===== src/rtl/mem_port_arbiter.sv =====
// mem_port_arbiter: shares one single-port data memory between the CPU and a
// DMA/loader port. Every access walks IDLE -> ISSUE -> (WAIT) -> DONE. The CPU
// has fixed priority, and a DMA requester is forced through after STARVE_MAX
// consecutive CPU wins.
module mem_port_arbiter #(
    parameter int unsigned ADDR_W     = 16,
    parameter int unsigned DATA_W     = 16,
    parameter int unsigned MEM_LAT    = 1,
    parameter int unsigned STARVE_MAX = 4
) (
    input  logic              CLK,
    input  logic              reset,
    input  logic              cpu_req,
    input  logic              cpu_we,
    input  logic [ADDR_W-1:0] cpu_addr,
    input  logic [DATA_W-1:0] cpu_wdata,
    output logic [DATA_W-1:0] cpu_rdata,
    output logic              cpu_ack,
    output logic              cpu_stall,
    input  logic              dma_req,
    input  logic              dma_we,
    input  logic [ADDR_W-1:0] dma_addr,
    input  logic [DATA_W-1:0] dma_wdata,
    output logic [DATA_W-1:0] dma_rdata,
    output logic              dma_ack,
    output logic              mem_en,
    output logic              mem_we,
    output logic [ADDR_W-1:0] mem_addr,
    output logic [DATA_W-1:0] mem_wdata,
    input  logic [DATA_W-1:0] mem_rdata,
    output logic [1:0]        owner
);

    localparam int unsigned CNT_W    = 3;
    localparam int unsigned STARVE_W = 4;

    localparam logic [1:0] OWN_NONE = 2'b00;
    localparam logic [1:0] OWN_CPU  = 2'b01;
    localparam logic [1:0] OWN_DMA  = 2'b10;

    localparam logic [STARVE_W-1:0] STARVE_LIMIT = STARVE_W'(STARVE_MAX);
    localparam logic [STARVE_W-1:0] STARVE_SAT   = '1;
    localparam logic [CNT_W-1:0]    WAIT_LAST    = CNT_W'(MEM_LAT - 1);

    typedef enum logic [1:0] {
        S_IDLE  = 2'd0,
        S_ISSUE = 2'd1,
        S_WAIT  = 2'd2,
        S_DONE  = 2'd3
    } state_t;

    state_t              state_q, state_d;
    logic [1:0]          owner_q, owner_d;
    logic                we_q, we_d;
    logic [ADDR_W-1:0]   addr_q, addr_d;
    logic [DATA_W-1:0]   wdata_q, wdata_d;
    logic [CNT_W-1:0]    cnt_q, cnt_d;
    logic [STARVE_W-1:0] starve_q, starve_d;
    logic [DATA_W-1:0]   cpu_rdata_q, cpu_rdata_d;
    logic [DATA_W-1:0]   dma_rdata_q, dma_rdata_d;
    logic                mem_en_q, mem_en_d;
    logic                mem_we_q, mem_we_d;
    logic                cpu_ack_q, cpu_ack_d;
    logic                dma_ack_q, dma_ack_d;
    logic                dma_win;

    // State register
    always_ff @(posedge CLK) begin
        if (reset) begin
            state_q <= S_IDLE;
        end else begin
            state_q <= state_d;
        end
    end

    // Next state: arbitration, request latching, latency count, read capture
    always_comb begin
        state_d     = state_q;
        owner_d     = owner_q;
        we_d        = we_q;
        addr_d      = addr_q;
        wdata_d     = wdata_q;
        cnt_d       = cnt_q;
        starve_d    = starve_q;
        cpu_rdata_d = cpu_rdata_q;
        dma_rdata_d = dma_rdata_q;
        dma_win     = dma_req & (~cpu_req | (starve_q == STARVE_LIMIT));

        case (state_q)
            S_IDLE: begin
                owner_d = OWN_NONE;
                if (dma_win) begin
                    owner_d  = OWN_DMA;
                    we_d     = dma_we;
                    addr_d   = dma_addr;
                    wdata_d  = dma_wdata;
                    starve_d = '0;
                    state_d  = S_ISSUE;
                end else if (cpu_req) begin
                    owner_d  = OWN_CPU;
                    we_d     = cpu_we;
                    addr_d   = cpu_addr;
                    wdata_d  = cpu_wdata;
                    state_d  = S_ISSUE;
                    if (!dma_req) begin
                        starve_d = '0;
                    end else if (starve_q != STARVE_SAT) begin
                        starve_d = starve_q + STARVE_W'(1);
                    end
                end
            end
            S_ISSUE: begin
                cnt_d   = '0;
                state_d = we_q ? S_DONE : S_WAIT;
            end
            S_WAIT: begin
                if (cnt_q == WAIT_LAST) begin
                    state_d = S_DONE;
                    if (owner_q == OWN_CPU) begin
                        cpu_rdata_d = mem_rdata;
                    end else if (owner_q == OWN_DMA) begin
                        dma_rdata_d = mem_rdata;
                    end
                end else begin
                    cnt_d = cnt_q + CNT_W'(1);
                end
            end
            S_DONE: begin
                owner_d = OWN_NONE;
                state_d = S_IDLE;
            end
            default: begin
                state_d = S_IDLE;
            end
        endcase
    end

    // Outputs decoded from the upcoming state so they can be registered
    always_comb begin
        mem_en_d  = 1'b0;
        mem_we_d  = 1'b0;
        cpu_ack_d = 1'b0;
        dma_ack_d = 1'b0;
        if (state_d == S_ISSUE) begin
            mem_en_d = 1'b1;
            mem_we_d = we_d;
        end
        if (state_d == S_DONE) begin
            cpu_ack_d = (owner_d == OWN_CPU);
            dma_ack_d = (owner_d == OWN_DMA);
        end
    end

    // Datapath and output registers
    always_ff @(posedge CLK) begin
        if (reset) begin
            owner_q     <= OWN_NONE;
            we_q        <= 1'b0;
            addr_q      <= '0;
            wdata_q     <= '0;
            cnt_q       <= '0;
            starve_q    <= '0;
            cpu_rdata_q <= '0;
            dma_rdata_q <= '0;
            mem_en_q    <= 1'b0;
            mem_we_q    <= 1'b0;
            cpu_ack_q   <= 1'b0;
            dma_ack_q   <= 1'b0;
        end else begin
            owner_q     <= owner_d;
            we_q        <= we_d;
            addr_q      <= addr_d;
            wdata_q     <= wdata_d;
            cnt_q       <= cnt_d;
            starve_q    <= starve_d;
            cpu_rdata_q <= cpu_rdata_d;
            dma_rdata_q <= dma_rdata_d;
            mem_en_q    <= mem_en_d;
            mem_we_q    <= mem_we_d;
            cpu_ack_q   <= cpu_ack_d;
            dma_ack_q   <= dma_ack_d;
        end
    end

    assign owner     = owner_q;
    assign mem_en    = mem_en_q;
    assign mem_we    = mem_we_q;
    assign mem_addr  = addr_q;
    assign mem_wdata = wdata_q;
    assign cpu_rdata = cpu_rdata_q;
    assign dma_rdata = dma_rdata_q;
    assign cpu_ack   = cpu_ack_q;
    assign dma_ack   = dma_ack_q;
    // Stall is a direct function of the live request and the registered ack
    assign cpu_stall = cpu_req & ~cpu_ack_q;

endmodule


===== config.mk =====
export PLATFORM = sky130hd
export DESIGN_NAME = mem_port_arbiter
export DESIGN_NICKNAME = d
export VERILOG_FILES = /design/src/rtl/mem_port_arbiter.sv
export SDC_FILE = /design/constraint.sdc
export NUM_CORES = 1
export LEC_CHECK = 0
export CAP_MARGIN = 20
export CORE_ASPECT_RATIO = 2
export CORE_MARGIN = 4
export CORE_UTILIZATION = 35
export DETAILED_ROUTE_END_ITERATION = 7
export GPL_ROUTABILITY_DRIVEN = 1
export GPL_TIMING_DRIVEN = 0
export PLACE_DENSITY_LB_ADDON = 0.3
export SLEW_MARGIN = 25
export SYNTH_ARGS = -nofsm -noshare
export SYNTH_HDL_FRONTEND = slang
export SYNTH_SLANG_ARGS = --single-unit

===== constraint.sdc =====
create_clock -name CLK -period 1.85 [get_ports CLK]
set_input_delay 0.185 -clock CLK [delete_from_list [all_inputs] [get_ports CLK]]
set_output_delay 0.185 -clock CLK [all_outputs]
set_load 0.02 [all_outputs]

==> PnR_summary.wiki <==
{| class="wikitable"
! Metric !! Value
|-
| Run status || finished clean
|-
| Avg WL per Cell || 14.6 um
|-
| Number of synthesized flops with an enable pin || 0
|-
| Cell types with the largest area share after synthesis || sky130_fd_sc_hd__dfxtp_1 (47%), sky130_fd_sc_hd__mux2i_1 (9.6%), sky130_fd_sc_hd__nor2_1 (8.1%)
|-
| Clock Power Share || 0.375
|-
| Worst slew slack as a fraction of its limit || 0.598
|-
| Startpoint of the lowest-slack register-to-register path || state_q[1]
|-
| Core region area || 9450 um2
|-
| Fraction of final layout cells with drive strength greater than 1 || 0.104
|-
| Largest area contributor in the synthesized netlist || sky130_fd_sc_hd__dfxtp_1
|-
| Hold violation count in the final report || 0
|-
| Post-route DRC || 0
|-
| Initial core utilization || 0.363
|-
| Layout area overhead || 62.1%
|-
| Total internal power || 0.00383 W
|-
| Count of placed standard cells in the final layout, fillers left out || 686
|-
| Total power divided by cell area || 951 nW/um2
|-
| Width of the die || 78.0 um
|-
| Cell count along the critical path || 6
|-
| Combined global-route utilization of all metal layers || 0.174
|-
| Combinational family with the most area after synthesis || simple AND/OR/NAND/NOR gates
|-
| Post-route total power || 0.00529 W
|-
| Worst-path cell chain || inv_1, ha_2, inv_1, and3_1, a22oi_2, nor4b_2
|-
| Asr flop ratio synth || 0
|-
| Most instantiated flip-flop cell in the synthesis netlist || sky130_fd_sc_hd__dfxtp_1
|-
| Seq/Total Area, Yosys || 0.467
|-
| Seq cells post-synth || 80
|-
| Total area of sequential cells || 1600 um2
|-
| Global route overflow || 0
|-
| Distinct cell type count of the synthesized netlist || 41
|-
| Unrepaired setup endpoints after global routing || true
|-
| Post-detailed-route count of antenna-violating nets || 0
|-
| Arrival time reported for the critical path endpoint || 1.96 ns
|-
| Data required time of the critical path || 2.08 ns
|-
| Number of fill cells || 838
|-
| Post-synth top cells || sky130_fd_sc_hd__dfxtp_1 (80), sky130_fd_sc_hd__nor2_1 (74), sky130_fd_sc_hd__a21oi_1 (40), sky130_fd_sc_hd__nand2_1 (35), sky130_fd_sc_hd__mux2i_1 (33)
|-
| Post-Syn Area per Cell || 8.93 um2
|-
| Startpoint of the tightest hold check path || cpu_req
|-
| Insertion delay of the later-clocked pin in the worst-skew pair || 0.33 ns
|-
| Clock Skew || 0.00582 ns
|-
| Crit-path leading delay family || simple AND/OR/NAND/NOR gates
|-
| Relative contribution of sequential cells to total power || 0.371
|-
| Number of DRC markers in iteration 0 || 62
|-
| Comb pwr share || 0.253
|-
| Via count of the first global-routing pass || 3446
|-
| Setup slack after layout || 0.120 ns
|-
| Hold crit path type || in2reg
|-
| Site Rows || 50
|-
| Instance count after placement with tap cells included || 668
|-
| Setup slack of the most critical reg-to-reg path || 0.12 ns
|-
| CTS tree || built
|-
| Clock period minus final worst setup slack || 1.73 ns
|-
| Vias per std cell || 4.83
|-
| Die Outline Area || 11500 um2
|-
| Number of max-cap violations || 0
|-
| Max Clock Freq || 578 MHz
|-
| Number of antenna violations at the first check in global routing || 0
|-
| Clock sink total || 80
|-
| Multiplexer share of the synthesized area || 0.0963
|-
| Clock input transition at the sequential cells of the worst setup and hold paths || 0.06 ns
|-
| Floorplan die height || 148 um
|-
| Final worst-path cycle share || 0.935
|-
| Max Transition Viols Final || 0
|-
| Multi-input logic area || 1670 um2
|-
| Via total after detailed routing || 3311
|-
| Global-route wire length before repair || 16.1 mm
|-
| Terminating pin of the worst hold path || starve_q[2]
|-
| Leak pwr || 2.07 nW
|-
| Iteration count of the initial detailed-routing pass || 4
|-
| Net switching fraction of the power || 0.275
|-
| Longest individual stage delay on the worst path || 0.42 ns
|-
| Maximum number of pins on one net before global-route repair || 14
|-
| Critical path start-end classification || reg2reg
|-
| Transition time at the pin with the least slew margin || 0.603 ns
|-
| Most numerous cell on the critical path || sky130_fd_sc_hd__inv_1
|-
| Maximum buffer depth of the clock tree || 2
|-
| Critical path peak fanout || 4
|-
| Capture point of the worst reg-to-reg path || dma_ack
|-
| XOR/XNOR share of the synthesized area || 0
|-
| Nets in the synthesized netlist || 478
|-
| Kind of start point of the critical path || register
|-
| Total number of nets in the final design || 645
|-
| # diodes || 0
|-
| Highest ir drop seen on vdd || 605 uV
|-
| Final weighted congestion in routability-driven placement || 0.786
|-
| Depth of the worst register-to-register path || 6
|-
| Total detailed-routing wirelength || 10.0 mm
|-
| Setup crit end kind || register
|-
| TritonCTS buffer count || 9
|-
| Fraction of post-synthesis cell area in the top cell type by area || 0.467
|-
| Cell count of the worst hold path || 4
|-
| Clk root buf || sky130_fd_sc_hd__clkbuf_16
|-
| Cell Area, Synth || 3430 um2
|-
| Post-synthesis adder-cell area fraction || 0.0292
|-
| Post-synthesis cell count || 384
|-
| Worst path buffer plus inverter count || 2
|-
| Placement-stage worst setup slack || -0.131 ns
|-
| Number of failing setup endpoints in the final timing report || 0
|-
| Post-detailed-placement half-perimeter wirelength || 7.89 mm
|-
| Leading cell type by number of instances after synthesis || sky130_fd_sc_hd__dfxtp_1
|-
| Count of yosys warnings during synthesis || 0
|-
| Switching power || 0.00145 W
|-
| H-tree level count || 3
|-
| Basic-gate share of the synthesized area counting and, or, nand and nor cells || 0.178
|-
| Boundary Pins || 157
|-
| Post-synthesis compound-gate area fraction || 0.171
|-
| Buffers added on ports || 154
|-
| Standard cell with the maximum stage delay on the critical path || sky130_fd_sc_hd__dfxtp_1
|}
## kinds of logic after synthesis
kind of cell / count (synthesis)
simple gates: 137
mux: 33
compound gates: 88
flops: 80
fa+ha+maj: 8
buf+inv: 38
## worst min-delay path, cell delays in order
cell	delay, ns
sky130_fd_sc_hd__clkbuf_2	0.16
sky130_fd_sc_hd__nand2_1	0.11
sky130_fd_sc_hd__a21o_1	0.08
sky130_fd_sc_hd__a21oi_1	0.05
## flip-flops by register name, summed over array words and instances (netlist names)
register,cells
dma_rdata,16
cpu_ack,1
we_q,1
mem_we,1
mem_wdata,16
cnt_q,3
dma_ack,1
state_q,2
mem_addr,16
cpu_rdata,16
mem_en,1
starve_q,4
owner,2
## power by group through the flow
stage                     clock network, W  logic, W  registers (W)
after floorplan                          0  0.000532        0.00216
after global placement                   0   0.00129        0.00199
after detailed placement                 0   0.00131        0.00199
after CTS                          0.00204   0.00132        0.00196
after global routing               0.00212   0.00145        0.00198
final                              0.00198   0.00134        0.00196
## placed cells by master (no fill, tap or decap), types with 4 or more instances in the layout
master	n
sky130_fd_sc_hd__nand3_1	4
sky130_fd_sc_hd__buf_2	5
sky130_fd_sc_hd__inv_1	9
sky130_fd_sc_hd__buf_6	4
sky130_fd_sc_hd__a211oi_1	24
sky130_fd_sc_hd__ha_1	6
sky130_fd_sc_hd__mux2i_1	33
sky130_fd_sc_hd__buf_4	6
sky130_fd_sc_hd__a21oi_1	40
sky130_fd_sc_hd__clkdlybuf4s50_1	154
sky130_fd_sc_hd__nand2_1	35
sky130_fd_sc_hd__clkbuf_16	9
sky130_fd_sc_hd__dfxtp_1	78
sky130_fd_sc_hd__a211oi_2	8
sky130_fd_sc_hd__clkbuf_1	7
sky130_fd_sc_hd__nor2_1	74
## timing repair
action	4_1_cts	5_1_grt
endpoints found under the setup margin	23	52
pin swaps	0	2
setup buffers	1	1
gates resized for setup	2	24
hold buffers	0	0
## routing by layer
metal	track usage	up-vias	routed length (um)
met4	0.0692	0	213
met2	0.332	128	5430
li1	-	1658	-
met3	0.0555	15	724
met5	0	-	0
met1	0.167	1510	3670
## cell type report
class / count / share of cell area
Buffer: 28 / 0.0344
Clock buffer: 10 / 0.0412
Clock inverter: 6 / 0.0194
Inverter: 10 / 0.00675
Multi-Input combinational cell: 266 / 0.301
Sequential cell: 80 / 0.288
Tap cell: 130 / 0.0293
Timing Repair Buffer: 156 / 0.280
## metrics by stage
step	TNS, ns	util	area [um2]	hold slack (ns)
after floorplan	0	-	3430	0.326
after global routing	-0.0221	0.589	5560	0.344
after global placement	-1.06	0.544	5130	0.461
final	0	0.589	5560	0.312
after detailed placement	-2.59	0.544	5130	0.472
after CTS	0	0.581	5490	0.299
## how the worst max path moves through the flow
stage / from / endpoint / slack [ns]
floorplan: state_q[0] / dma_rdata[11] / 0.21
global placement: dma_req / mem_addr[14] / -0.06
detailed placement: dma_req / dma_ack / -0.13
CTS: state_q[0] / dma_rdata[15] / 0.02
global route: starve_q[0] / mem_wdata[12] / -0.01
finish: state_q[1] / dma_ack / 0.12
Power figures use the tool's default switching activity.
